File: src/rtl/detector_pkg.sv
// Shared definitions for the detector power-up sequencer: state encoding and counter widths.
package detector_pkg;
  localparam int STATE_W     = 3;
  localparam int CNT_W       = 24;
  localparam int MAX_RETRIES = 3;

  localparam logic [STATE_W-1:0] S_IDLE     = 3'd0;
  localparam logic [STATE_W-1:0] S_RST_HOLD = 3'd1;
  localparam logic [STATE_W-1:0] S_WAKE     = 3'd2;
  localparam logic [STATE_W-1:0] S_SETTLE   = 3'd3;
  localparam logic [STATE_W-1:0] S_RUN      = 3'd4;
  localparam logic [STATE_W-1:0] S_FAULT    = 3'd5;

  typedef enum logic [STATE_W-1:0] {
    ST_IDLE     = S_IDLE,
    ST_RST_HOLD = S_RST_HOLD,
    ST_WAKE     = S_WAKE,
    ST_SETTLE   = S_SETTLE,
    ST_RUN      = S_RUN,
    ST_FAULT    = S_FAULT
  } state_e;
endpackage

File: src/rtl/detector_edge_sync.sv
// Two-flop synchronizer for the detector vsync plus a registered rising-edge pulse
// (pulse is high in the third clk cycle after the input rises).
module detector_edge_sync (
  input  logic clk,
  input  logic rst_n,
  input  logic vsync_async,
  output logic vsync_rise
);
  // [0],[1] synchronizer, [2] previous synchronized value
  logic [2:0] sync_q;

  always_ff @(posedge clk or negedge rst_n) begin
    if (!rst_n) begin
      sync_q     <= '0;
      vsync_rise <= 1'b0;
    end else begin
      sync_q     <= {sync_q[1:0], vsync_async};
      vsync_rise <= sync_q[1] & ~sync_q[2];
    end
  end
endmodule

File: src/rtl/detector_seq_ctrl.sv
// Detector power-up sequencer: reset pulse, wake, vsync settle, run with vsync watchdog.
// Optional DETSEQ_AUTO_RETRY_EN: FAULT retries the reset sequence up to MAX_RETRIES times.
module detector_seq_ctrl
  import detector_pkg::*;
#(
  parameter int RST_HOLD_CYCLES = 1000,
  parameter int SETTLE_FRAMES   = 4,
  parameter int TIMEOUT_CYCLES  = 2000000
) (
  input  logic               clk,
  input  logic               rst_n,
  input  logic               cmd_start,
  input  logic               cmd_stop,
  input  logic               cfg_i2cad,
  input  logic               dd_vsync,
  input  logic               err_clr,
  output logic               dd_nrst,
  output logic               dd_i2cad,
  output logic               output_select,
  output logic [STATE_W-1:0] state_o,
  output logic               busy,
  output logic [15:0]        frame_cnt,
  output logic               err_timeout
);
  localparam logic [CNT_W-1:0] HOLD_LAST   = CNT_W'(RST_HOLD_CYCLES - 1);
  localparam logic [CNT_W-1:0] TO_LAST     = CNT_W'(TIMEOUT_CYCLES - 1);
  localparam logic [7:0]       SETTLE_LAST = 8'(SETTLE_FRAMES - 1);

  state_e           state, state_nx;
  logic [CNT_W-1:0] cnt;
  logic [7:0]       settle_cnt;
  logic             vs_edge, timed, timeout, start_ok, auto_retry, fault_timed, cnt_run;
  logic             nrst_nx, osel_nx, busy_nx;

  detector_edge_sync u_edge_sync (
    .clk         (clk),
    .rst_n       (rst_n),
    .vsync_async (dd_vsync),
    .vsync_rise  (vs_edge)
  );

  assign timed    = (state == ST_WAKE) || (state == ST_SETTLE) || (state == ST_RUN);
  assign timeout  = timed && !vs_edge && (cnt == TO_LAST);
  assign start_ok = cmd_start && !cmd_stop && ((state == ST_IDLE) || (state == ST_FAULT));
  assign cnt_run  = timed || (state == ST_RST_HOLD) || fault_timed;
  assign state_o  = state;

`ifdef DETSEQ_AUTO_RETRY_EN
  logic [1:0] retry_cnt;

  // FAULT reuses the cycle counter as a hold timer while retries remain
  assign fault_timed = (state == ST_FAULT) && (retry_cnt < 2'(MAX_RETRIES));
  assign auto_retry  = fault_timed && (cnt == HOLD_LAST);

  always_ff @(posedge clk or negedge rst_n) begin
    if (!rst_n)
      retry_cnt <= '0;
    else if (start_ok || state_nx == ST_RUN || state_nx == ST_IDLE)
      retry_cnt <= '0;
    else if (auto_retry && state_nx == ST_RST_HOLD)
      retry_cnt <= retry_cnt + 2'd1;
  end
`else
  assign fault_timed = 1'b0;
  assign auto_retry  = 1'b0;
`endif

  always_comb begin
    state_nx = state;
    case (state)
      ST_IDLE:     if (cmd_start) state_nx = ST_RST_HOLD;
      ST_RST_HOLD: if (cnt == HOLD_LAST) state_nx = ST_WAKE;
      ST_WAKE:     if (vs_edge) state_nx = ST_SETTLE;
                   else if (timeout) state_nx = ST_FAULT;
      // The edge that left WAKE counts as the first settle frame
      ST_SETTLE:   if (vs_edge && settle_cnt >= SETTLE_LAST) state_nx = ST_RUN;
                   else if (timeout) state_nx = ST_FAULT;
      ST_RUN:      if (timeout) state_nx = ST_FAULT;
      ST_FAULT:    if (cmd_start || auto_retry) state_nx = ST_RST_HOLD;
      default:     state_nx = ST_IDLE;
    endcase
    if (cmd_stop) state_nx = ST_IDLE;

    nrst_nx = (state_nx == ST_WAKE) || (state_nx == ST_SETTLE) || (state_nx == ST_RUN);
    osel_nx = (state_nx == ST_RUN);
    busy_nx = (state_nx != ST_IDLE) && (state_nx != ST_RUN);
  end

  always_ff @(posedge clk or negedge rst_n) begin
    if (!rst_n) begin
      state         <= ST_IDLE;
      dd_nrst       <= 1'b0;
      dd_i2cad      <= 1'b0;
      output_select <= 1'b0;
      busy          <= 1'b0;
      cnt           <= '0;
      settle_cnt    <= '0;
      frame_cnt     <= '0;
      err_timeout   <= 1'b0;
    end else begin
      state         <= state_nx;
      dd_nrst       <= nrst_nx;
      output_select <= osel_nx;
      busy          <= busy_nx;

      if (start_ok) dd_i2cad <= cfg_i2cad;

      if (state_nx != state || (timed && vs_edge)) cnt <= '0;
      else if (cnt_run)                            cnt <= cnt + CNT_W'(1);

      if (state == ST_WAKE && state_nx == ST_SETTLE) settle_cnt <= 8'd1;
      else if (state == ST_SETTLE && vs_edge)        settle_cnt <= settle_cnt + 8'd1;

      if (state_nx == ST_RST_HOLD && state != ST_RST_HOLD) frame_cnt <= '0;
      else if (state == ST_RUN && vs_edge)                 frame_cnt <= frame_cnt + 16'd1;

      if (state_nx == ST_FAULT && state != ST_FAULT) err_timeout <= 1'b1;
      else if (err_clr)                              err_timeout <= 1'b0;
    end
  end
endmodule

File: config.mk
export PLATFORM = sky130hd
export DESIGN_NAME = detector_seq_ctrl
export DESIGN_NICKNAME = d
export VERILOG_FILES = /design/src/rtl/detector_pkg.sv /design/src/rtl/detector_edge_sync.sv /design/src/rtl/detector_seq_ctrl.sv
export SDC_FILE = /design/constraint.sdc
export NUM_CORES = 1
export LEC_CHECK = 0
export BUFFER_PORTS_ARGS = -buffer_cell sky130_fd_sc_hd__buf_2
export CORE_MARGIN = 4
export CORE_UTILIZATION = 30
export DETAILED_ROUTE_END_ITERATION = 6
export GPL_ROUTABILITY_DRIVEN = 0
export PLACE_DENSITY_LB_ADDON = 0.25
export SETUP_SLACK_MARGIN = 0.02
export SYNTH_ARGS = -nofsm -noshare
export SYNTH_HDL_FRONTEND = slang
export SYNTH_SLANG_ARGS = --single-unit
export TNS_END_PERCENT = 10
File: constraint.sdc
create_clock -name clk -period 3.4 [get_ports clk]
set_input_delay 0.34 -clock clk [delete_from_list [all_inputs] [get_ports clk]]
set_output_delay 0.34 -clock clk [all_outputs]
set_load 0.05 [all_outputs]
==> flow_summary.yaml, run 1 <==
routing:
  drtIter0Drc: 152
  drc_errors: 0
  wirelength_met1_um: 3130
  dr.pass1.iters: 4
  wirelength_um: 6520
  ant_nets: 0
  dr_wl_met3_um: 249
  via_count: 2416
  vias_per_cell: 4.87
  top_layer: "met4"
  dr_wl_met2_um: 3030
  routedWlPerCell_um: 13.1
clock_tree:
  root_buffer: "clkbuf_8"
  numCtsBuffers: 9
  cts.sinks: 60
  cts_resized: 0
  clk_latency_ps: 330
  cts_setup_buffers: 0
  cts_tree: "yes"
  postCtsHoldBufs: 0
  clkSlewWorstSetupHoldPaths_ps: 60
  clock_path_buffers: 2
  htreeDepth: 3
min_path:
  min_path_type: "primary input to flop"
  hold_path_startpoint: "dd_vsync"
global_routing:
  antenna_found_initial: 0
  grt_max_degree: 42
  grt_pass1_wl_um: 11200
  globalRouteOverflowTotal: 0
  grt_usage_pct: 11.8
  grt_pass1_vias: 2364
logic_synthesis:
  synth-seq-cells: 60
  synth.avg_cell_area_um2: 9.61
  ys_seq_area_share_pct: 48.7
  ys_warn_count: 0
  syn-num-nets: 331
  synth_edf_count: 0
  synth_largest_area_cell: "dfrtp_1"
  ys_types: 49
  syn_area_um2: 3090
  synth_top_area_share_pct: 48.7
  synth_area_leaders: "dfrtp_1 (49%), nor2_1 (7.7%), xor2_1 (7.4%), xnor2_1 (5.4%), nand2_1 (3.3%)"
  async_flop_share_pct: 100
  syn_inst: 321
  synth_ff_type: "dfrtp_1"
critical_path:
  startpoint_type: "flop"
  r2r_start: "cnt[0]"
  path_class: "flop to flop"
  crit_path_max_fanout: 13
  cp.arrival_ps: 2860
  cp.required_ps: 3610
  critPathCaptureType: "flop"
  crit_start: "cnt[0]"
floorplanning:
  core_um2: 9910
  start_util_pct: 31.1
  die_y_um: 109
  io_pins: 31
  die_x_um: 109
  dieArea_um2: 12000
  num_rows: 36
cells_and_area:
  syn_to_final_growth_pct: 16.5
  drive_above_1_share_pct: 16.5
  nNetsFinal: 369
  antenna_cells: 0
  fillerInstances: 1015
  final_util_pct: 36.3
timing:
  setup_viol: 0
  skew_ps: 12.9
  rsz0062_at_grt: "no"
  period_share_pct: 77.9
  fin_crit_ps: 2650
  hold_viol: 0
  fmax_ghz: 0.377
  worst_pin_slew_ps: 935
  finalSetupTns_ps: 0
  timing.slew.headroom_pct: 37.1
  finalMaxSlewViolations: 0
  hold_slack_ps: 124
pwr:
  p_leak_nw: 1.62
  worst_ir_drop_vdd_mv: 0.215
  power-per-cell-area_nw_per_um2: 416
  p_total_w: 0.00150
place:
  dp_hpwl_um: 4630
  portBuffers: 30
run_status:
  outcome: "finished, final reports clean"
run:
  maxCapViolCount: 0
worst max-delay path, cell delays in order, from the launching register on:
cell and delay, ps:
dfrtp_1 400, ha_1 210, and3_1 240, nand3_2 170
a2111o_1 430, a31o_2 320, a2111oi_4 420, buf_4 280
nor2_1 60
per-stage QoR:
stage                     setup WS (ps)  cell area (um2)  instances
after CTS                           755             3590        496
final                               751             3590        496
after global routing                518             3590        496
after global placement              830             3400        481
after floorplan                     824             3090        321
after detailed placement            768             3400        481
cells in the final DEF (no fill, tap or decap), types with 3 or more instances in the layout:
cell	netlist	routed
a21oi_1	5	5
ha_1	3	3
nand2b_1	5	5
nor3_1	6	6
and3_1	7	7
buf_4	1	5
nor4_2	3	3
clkbuf_8	0	10
clkinv_2	0	3
nand2_1	27	27
xnor2_1	19	19
dfrtp_1	60	60
xor2_1	26	26
a211oi_1	3	3
nand3_1	17	17
buf_2	1	30
inv_1	11	11
o21ai_0	6	6
nor2_1	63	63
nand4_1	14	14
routing by layer:
metal,GRT usage [%],vias up
met5,0,-
met4,4.27,0
met3,2.88,11
met2,19.0,60
met1,15.3,1167
li1,-,1178
synth_stat cells, drive strengths merged, types with 2 or more instances:
library cell,count
and4,2
and3,7
nand2,27
nor4,5
nand3,18
and2,2
inv,11
clkbuf,6
ha,3
a21oi,5
nor3,6
o21ai,6
a211oi,3
xnor2,19
nor2b,2
dfrtp,60
nand4,14
xor2,26
buf,2
nand2b,5
o21a,2
nor4bb,2
a211o,2
or4,2
nor2,63
or3,2
final timing paths:
kind                                         end  slack, ps  cells past startpoint
setup / recovery                    frame_cnt[7]        750                      8
hold / removal             u_edge_sync.sync_q[0]        120                      1
setup reg to reg                    frame_cnt[7]        750                      8
hold reg to reg            u_edge_sync.sync_q[1]        350                      0
max in group asynchronous                 cnt[8]       2530                      2
min in group asynchronous          settle_cnt[3]        150                      1
cell type report:
type | count | area [um2] | share of cell area, %
clock buffer | 10 | 138 | 3.83
clock inverter | 5 | 52.6 | 1.46
inverter | 11 | 41.3 | 1.15
multi-input combinational | 242 | 1510 | 41.9
sequential | 60 | 1500 | 41.8
tap | 133 | 166 | 4.63
timing repair buffer | 35 | 188 | 5.22
sequential cells by signal, indices dropped and copies added (netlist names):
name                    count
state_o                     3
dd_i2cad                    1
dd_nrst                     1
output_select               1
busy                        1
frame_cnt                  16
err_timeout                 1
cnt                        24
u_edge_sync.sync_q          3
settle_cnt                  8
u_edge_sync.vsync_rise      1
report_power, final:
part	internal, W	leakage, nW	switching (W)
clock network	0.000350	0.0979	0.000265
logic	0.0000398	0.721	0.0000803
registers	0.000737	0.802	0.0000253
logic make-up (layout without fill, tap and decap cells):
kind of cell,Yosys count,in the layout,share of synthesized area [%]
muxes,2,2,0.811
and+or+nand+nor,162,162,26.6
xor gates and xnor gates,45,45,12.8
DFF,60,60,48.7
buffers and inverters,19,61,2.47
AOI/OAI and AO/OA,30,30,7.42
adders and majority gates,3,3,1.22
Note: power is estimated with default switching activity, not from simulation.
==> run 2, diff against run 1 <==
Clock period 3.4 ns to 2.55 ns, I/O delays scaled along.
==> flow_summary.yaml, run 2 (synthesized netlist as in run 1, its figures left out) <==
pwr:
  pwr-share-comb_pct: 8.3
  power-per-cell-area_nw_per_um2: 570
  switching_share_pct: 24.9
  worst_ir_drop_vdd_mv: 0.237
  clkPwrFrac_pct: 44.9
  p_leak_nw: 1.69
  p_total_w: 0.00216
  intPower_w: 0.00162
  p_switching_w: 0.000538
  sequentialPowerShare_pct: 46.8
timing:
  skew_ps: 11.5
  period_share_pct: 94.8
  setup_ws_ps: 132
  timing.slew.headroom_pct: 53.7
  setup_viol: 0
  hold_viol: 0
  rsz0062_at_grt: "yes"
  worst_pin_slew_ps: 695
  hold_slack_ps: 22.6
  finalSetupTns_ps: 0
  finalMaxSlewViolations: 0
  fmax_ghz: 0.413
  fin_crit_ps: 2420
cells_and_area:
  layout_common_cells: "nor2_1 (63), dfrtp_1 (57), buf_2 (30)"
  syn_to_final_growth_pct: 22.7
  largest_reg_flops: 24
  final_common_cell: "nor2_1"
  drive_above_1_share_pct: 20.7
  antenna_cells: 0
  nNetsFinal: 381
  top_register: "cnt"
  fillerInstances: 1005
  final_util_pct: 38.2
  layout.area.seq_um2: 1510
  multi_input_area_um2: 1540
  reg_top3: "cnt: 24 flops, frame_cnt: 16 flops, settle_cnt: 8 flops"
routing:
  dr_wl_met3_um: 219
  routedWlPerCell_um: 12.9
  drtIter0Drc: 66
  via_count: 2396
  vias_per_cell: 4.71
  drc_errors: 0
  ant_nets: 0
  wirelength_um: 6580
  dr_wl_met2_um: 3060
  top_layer: "met4"
  dr.pass1.iters: 4
  wirelength_met1_um: 3170
clock_tree:
  cts.sinks: 60
  clk_latency_ps: 340
  root_buffer: "clkbuf_8"
  numCtsBuffers: 9
  clock_path_buffers: 2
  htreeDepth: 3
  cts_tree: "yes"
  clkSlewWorstSetupHoldPaths_ps: 70
critical_path:
  r2r_start: "cnt[0]"
  path_class: "flop to flop"
  critPathCaptureType: "flop"
  crit_path_max_fanout: 6
  crit_start: "cnt[0]"
  cp.arrival_ps: 2650
  cp.required_ps: 2780
  r2r_cells: 7
  startpoint_type: "flop"
floorplanning:
  die_x_um: 109
  die_y_um: 109
  dieArea_um2: 12000
  io_pins: 31
  core_um2: 9910
  start_util_pct: 31.1
  num_rows: 36
min_path:
  min_path_type: "primary input to flop"
  hold_path_startpoint: "dd_vsync"
  whs_path_depth: 1
place:
  portBuffers: 30
  dp_hpwl_um: 4690
  dpl_worst_slack_ps: 22.9
global_routing:
  antenna_found_initial: 0
  grt_pass1_wl_um: 11200
  grt_usage_pct: 11.8
  grt_pass1_vias: 2383
  grt_max_degree: 34
  globalRouteOverflowTotal: 0
run_status:
  outcome: "finished, final reports clean"
run:
  maxCapViolCount: 0
## run 2: power by group through the flow
| stage | Clock [W] | Sequential, W | Combinational (W) |
|---|---|---|---|
| 3_5_place_dp | 0 | 0.00103 | 0.000176 |
| 3_3_place_gp | 0 | 0.00103 | 0.000175 |
| 4_1_cts | 0.00100 | 0.00101 | 0.000178 |
| 5_1_grt | 0.00105 | 0.00102 | 0.000203 |
| 6_report | 0.000970 | 0.00101 | 0.000178 |
| 2_1_floorplan | 0 | 0.00105 | 0.0000859 |
## run 2: worst max-delay path: stages, from the launching register on
cell and delay (ps):
dfrtp_1 390, ha_1 210, and3_4 210, nand3_2 100
a2111o_1 410, a31o_4 290, a2111oi_4 360, mux2_4 330
## run 2: area by class of cell
cell class	count	area share, %
well taps	133	4.39
repair buffers	47	8.16
multi-input cells	242	40.7
inverters	11	1.09
clock inverters	6	2.31
clock buffers	10	3.63
flip-flops and latches	60	39.7
## run 2: metrics by stage
| stage | std cells | cell area (um2) |
|---|---|---|
| floorplan | 321 | 3090 |
| global placement | 492 | 3520 |
| detailed placement | 492 | 3520 |
| CTS | 509 | 3760 |
| global route | 509 | 3790 |
| finish | 509 | 3790 |
## run 2: timing repair
action	in CTS	in global routing
resized for setup	1	5
cloned	0	0
endpoints found under the hold margin	27	0
hold buffers	1	0
buffers inserted	0	0
setup endpoints to repair	8	25
## run 2: final timing paths
check	slack, ps	endpoint
setup reg to reg	130	dd_i2cad
min in group asynchronous	490	settle_cnt[3]
setup / recovery	130	dd_i2cad
hold / removal	20	u_edge_sync.sync_q[0]
max in group asynchronous	1450	cnt[9]
hold reg to reg	350	u_edge_sync.sync_q[1]
## run 2: per-layer routing
metal	vias up	global-route usage (%)
met2	39	18.5
met3	9	2.17
met4	0	5.88
li1	1202	-
met1	1146	15.7
met5	-	0
==> run 3, diff against run 2 <==
--- a/config.mk
+++ b/config.mk
@@ -10,2 +10,3 @@
 export CORE_UTILIZATION = 30
+export CTS_BUF_LIST = sky130_fd_sc_hd__clkbuf_4
 export DETAILED_ROUTE_END_ITERATION = 6
==> constraint.sdc (replaced) <==
create_clock -name clk -period 2.55 [get_ports clk]
set_input_delay 0.51 -clock clk [delete_from_list [all_inputs] [get_ports clk]]
set_output_delay 0.51 -clock clk [all_outputs]
set_load 0.05 [all_outputs]
==> flow_summary.yaml, run 3 (synthesized netlist as in run 1, its figures left out) <==
clock_tree:
  clock_path_buffers: 2
  htreeDepth: 3
  postCtsHoldBufs: 0
  root_buffer: "clkbuf_4"
  numCtsBuffers: 9
  clk_latency_ps: 400
  cts_tree: "yes"
  cts.sinks: 60
  clkSlewWorstSetupHoldPaths_ps: 120
cells_and_area:
  largest_reg_flops: 24
  final_common_cell: "nor2_1"
  syn_to_final_growth_pct: 24.1
  nNetsFinal: 388
  design_area_um2: 3830
  antenna_cells: 0
  layout_common_cells: "nor2_1 (62), dfrtp_1 (55), buf_2 (31)"
  drive_above_1_share_pct: 24.0
  reg_top3: "cnt: 24 flops, frame_cnt: 16 flops, settle_cnt: 8 flops"
  fin_cells: 516
  top_register: "cnt"
timing:
  finalSetupTns_ps: 0
  worst_pin_slew_ps: 630
  skew_ps: 22.9
  hold_slack_ps: 117
  hold_viol: 0
  setup_viol: 0
  fmax_ghz: 0.403
  fin_crit_ps: 2480
  finalMaxSlewViolations: 0
  rsz0062_at_grt: "yes"
  period_share_pct: 97.4
  timing.slew.headroom_pct: 58.0
  setup_ws_ps: 65.6
critical_path:
  cp.arrival_ps: 2790
  path_class: "flop to flop"
  cp.required_ps: 2850
  startpoint_type: "flop"
  critPathCaptureType: "flop"
  r2r_setup_slack_ps: 70
  crit_path_max_fanout: 3
floorplanning:
  num_rows: 36
  start_util_pct: 31.1
  die_x_um: 109
  io_pins: 31
  dieArea_um2: 12000
  core_um2: 9910
  die_y_um: 109
routing:
  dr.pass1.iters: 4
  vias_per_cell: 4.71
  ant_nets: 0
  via_count: 2430
  routedWlPerCell_um: 13.1
  drtIter0Drc: 123
  wirelength_um: 6770
  drc_errors: 0
place:
  place_inst: 490
  dpl_worst_slack_ps: 50.4
  dpl_cell_area_um2: 3500
  portBuffers: 30
  dp_hpwl_um: 4680
pwr:
  switching_share_pct: 24.7
  worst_ir_drop_vdd_mv: 0.226
  clkPwrFrac_pct: 41.3
  sequentialPowerShare_pct: 48.9
  intPower_w: 0.00155
  pwr-share-comb_pct: 9.8
  power-per-cell-area_nw_per_um2: 539
  p_switching_w: 0.000510
  p_leak_nw: 1.72
min_path:
  min_path_type: "primary input to asynchronous set/reset pin"
global_routing:
  antenna_found_initial: 0
  grt_pass1_wl_um: 11100
  globalRouteOverflowTotal: 0
  grt_usage_pct: 11.7
  grt_pass1_vias: 2322
  grt_max_degree: 37
run:
  maxCapViolCount: 0
run_status:
  outcome: "finished, final reports clean"
## run 3: routing by layer
layer / share of wire (%) / global-route usage (%) / vias up
met5: 0 / 0 / -
met4: 1.7 / 5.34 / 0
met3: 2.5 / 2.06 / 11
met2: 46 / 17.7 / 31
met1: 50 / 16.3 / 1169
li1: - / - / 1219
## run 3: path summary, 6_finish.rpt
check	start	cells past startpoint	end
max reg2reg	cnt[1]	8	dd_i2cad
min	rst_n	1	dd_nrst
min reg2reg	u_edge_sync.sync_q[0]	0	u_edge_sync.sync_q[1]
min in group clk	dd_vsync	1	u_edge_sync.sync_q[0]
max	cnt[1]	8	dd_i2cad
max in group asynchronous	rst_n	2	cnt[11]
## run 3: layout make-up
class	instances	area [um2]
fill	998	6080
inverter	11	41.3
timing repair buffer	54	357
clock buffer	9	67.6
sequential	60	1510
tap	133	166
clock inverter	7	115
multi-input combinational	242	1580
## run 3: stage by stage
stage	utilization, %	power [W]
floorplan	-	0.00113
detailed placement	35.3	0.00121
global route	38.6	0.00216
CTS	37.2	0.00207
finish	38.6	0.00206
global placement	35.3	0.00120
## run 3: repair_timing
action                     CTS  global route
gates resized for setup      0            16
setup endpoints to repair    0            25
setup buffers                0             9
## run 3: worst max-delay path, cell delays in order (launching register included)
cell and delay (ps):
dfrtp_1 390, ha_2 210, and3_4 200, nand3_2 100, a2111o_1 410, a31o_4 250
a2111oi_4 370, buf_4 190, mux2_4 290
## run 3: power groups by stage
stage / clock (W) / sequential, W / combinational [W]
after floorplan: 0 / 0.00105 / 0.0000859
after global placement: 0 / 0.00103 / 0.000176
after detailed placement: 0 / 0.00103 / 0.000178
after CTS: 0.000884 / 0.00101 / 0.000178
after global routing: 0.000925 / 0.00101 / 0.000223
final: 0.000853 / 0.00101 / 0.000202
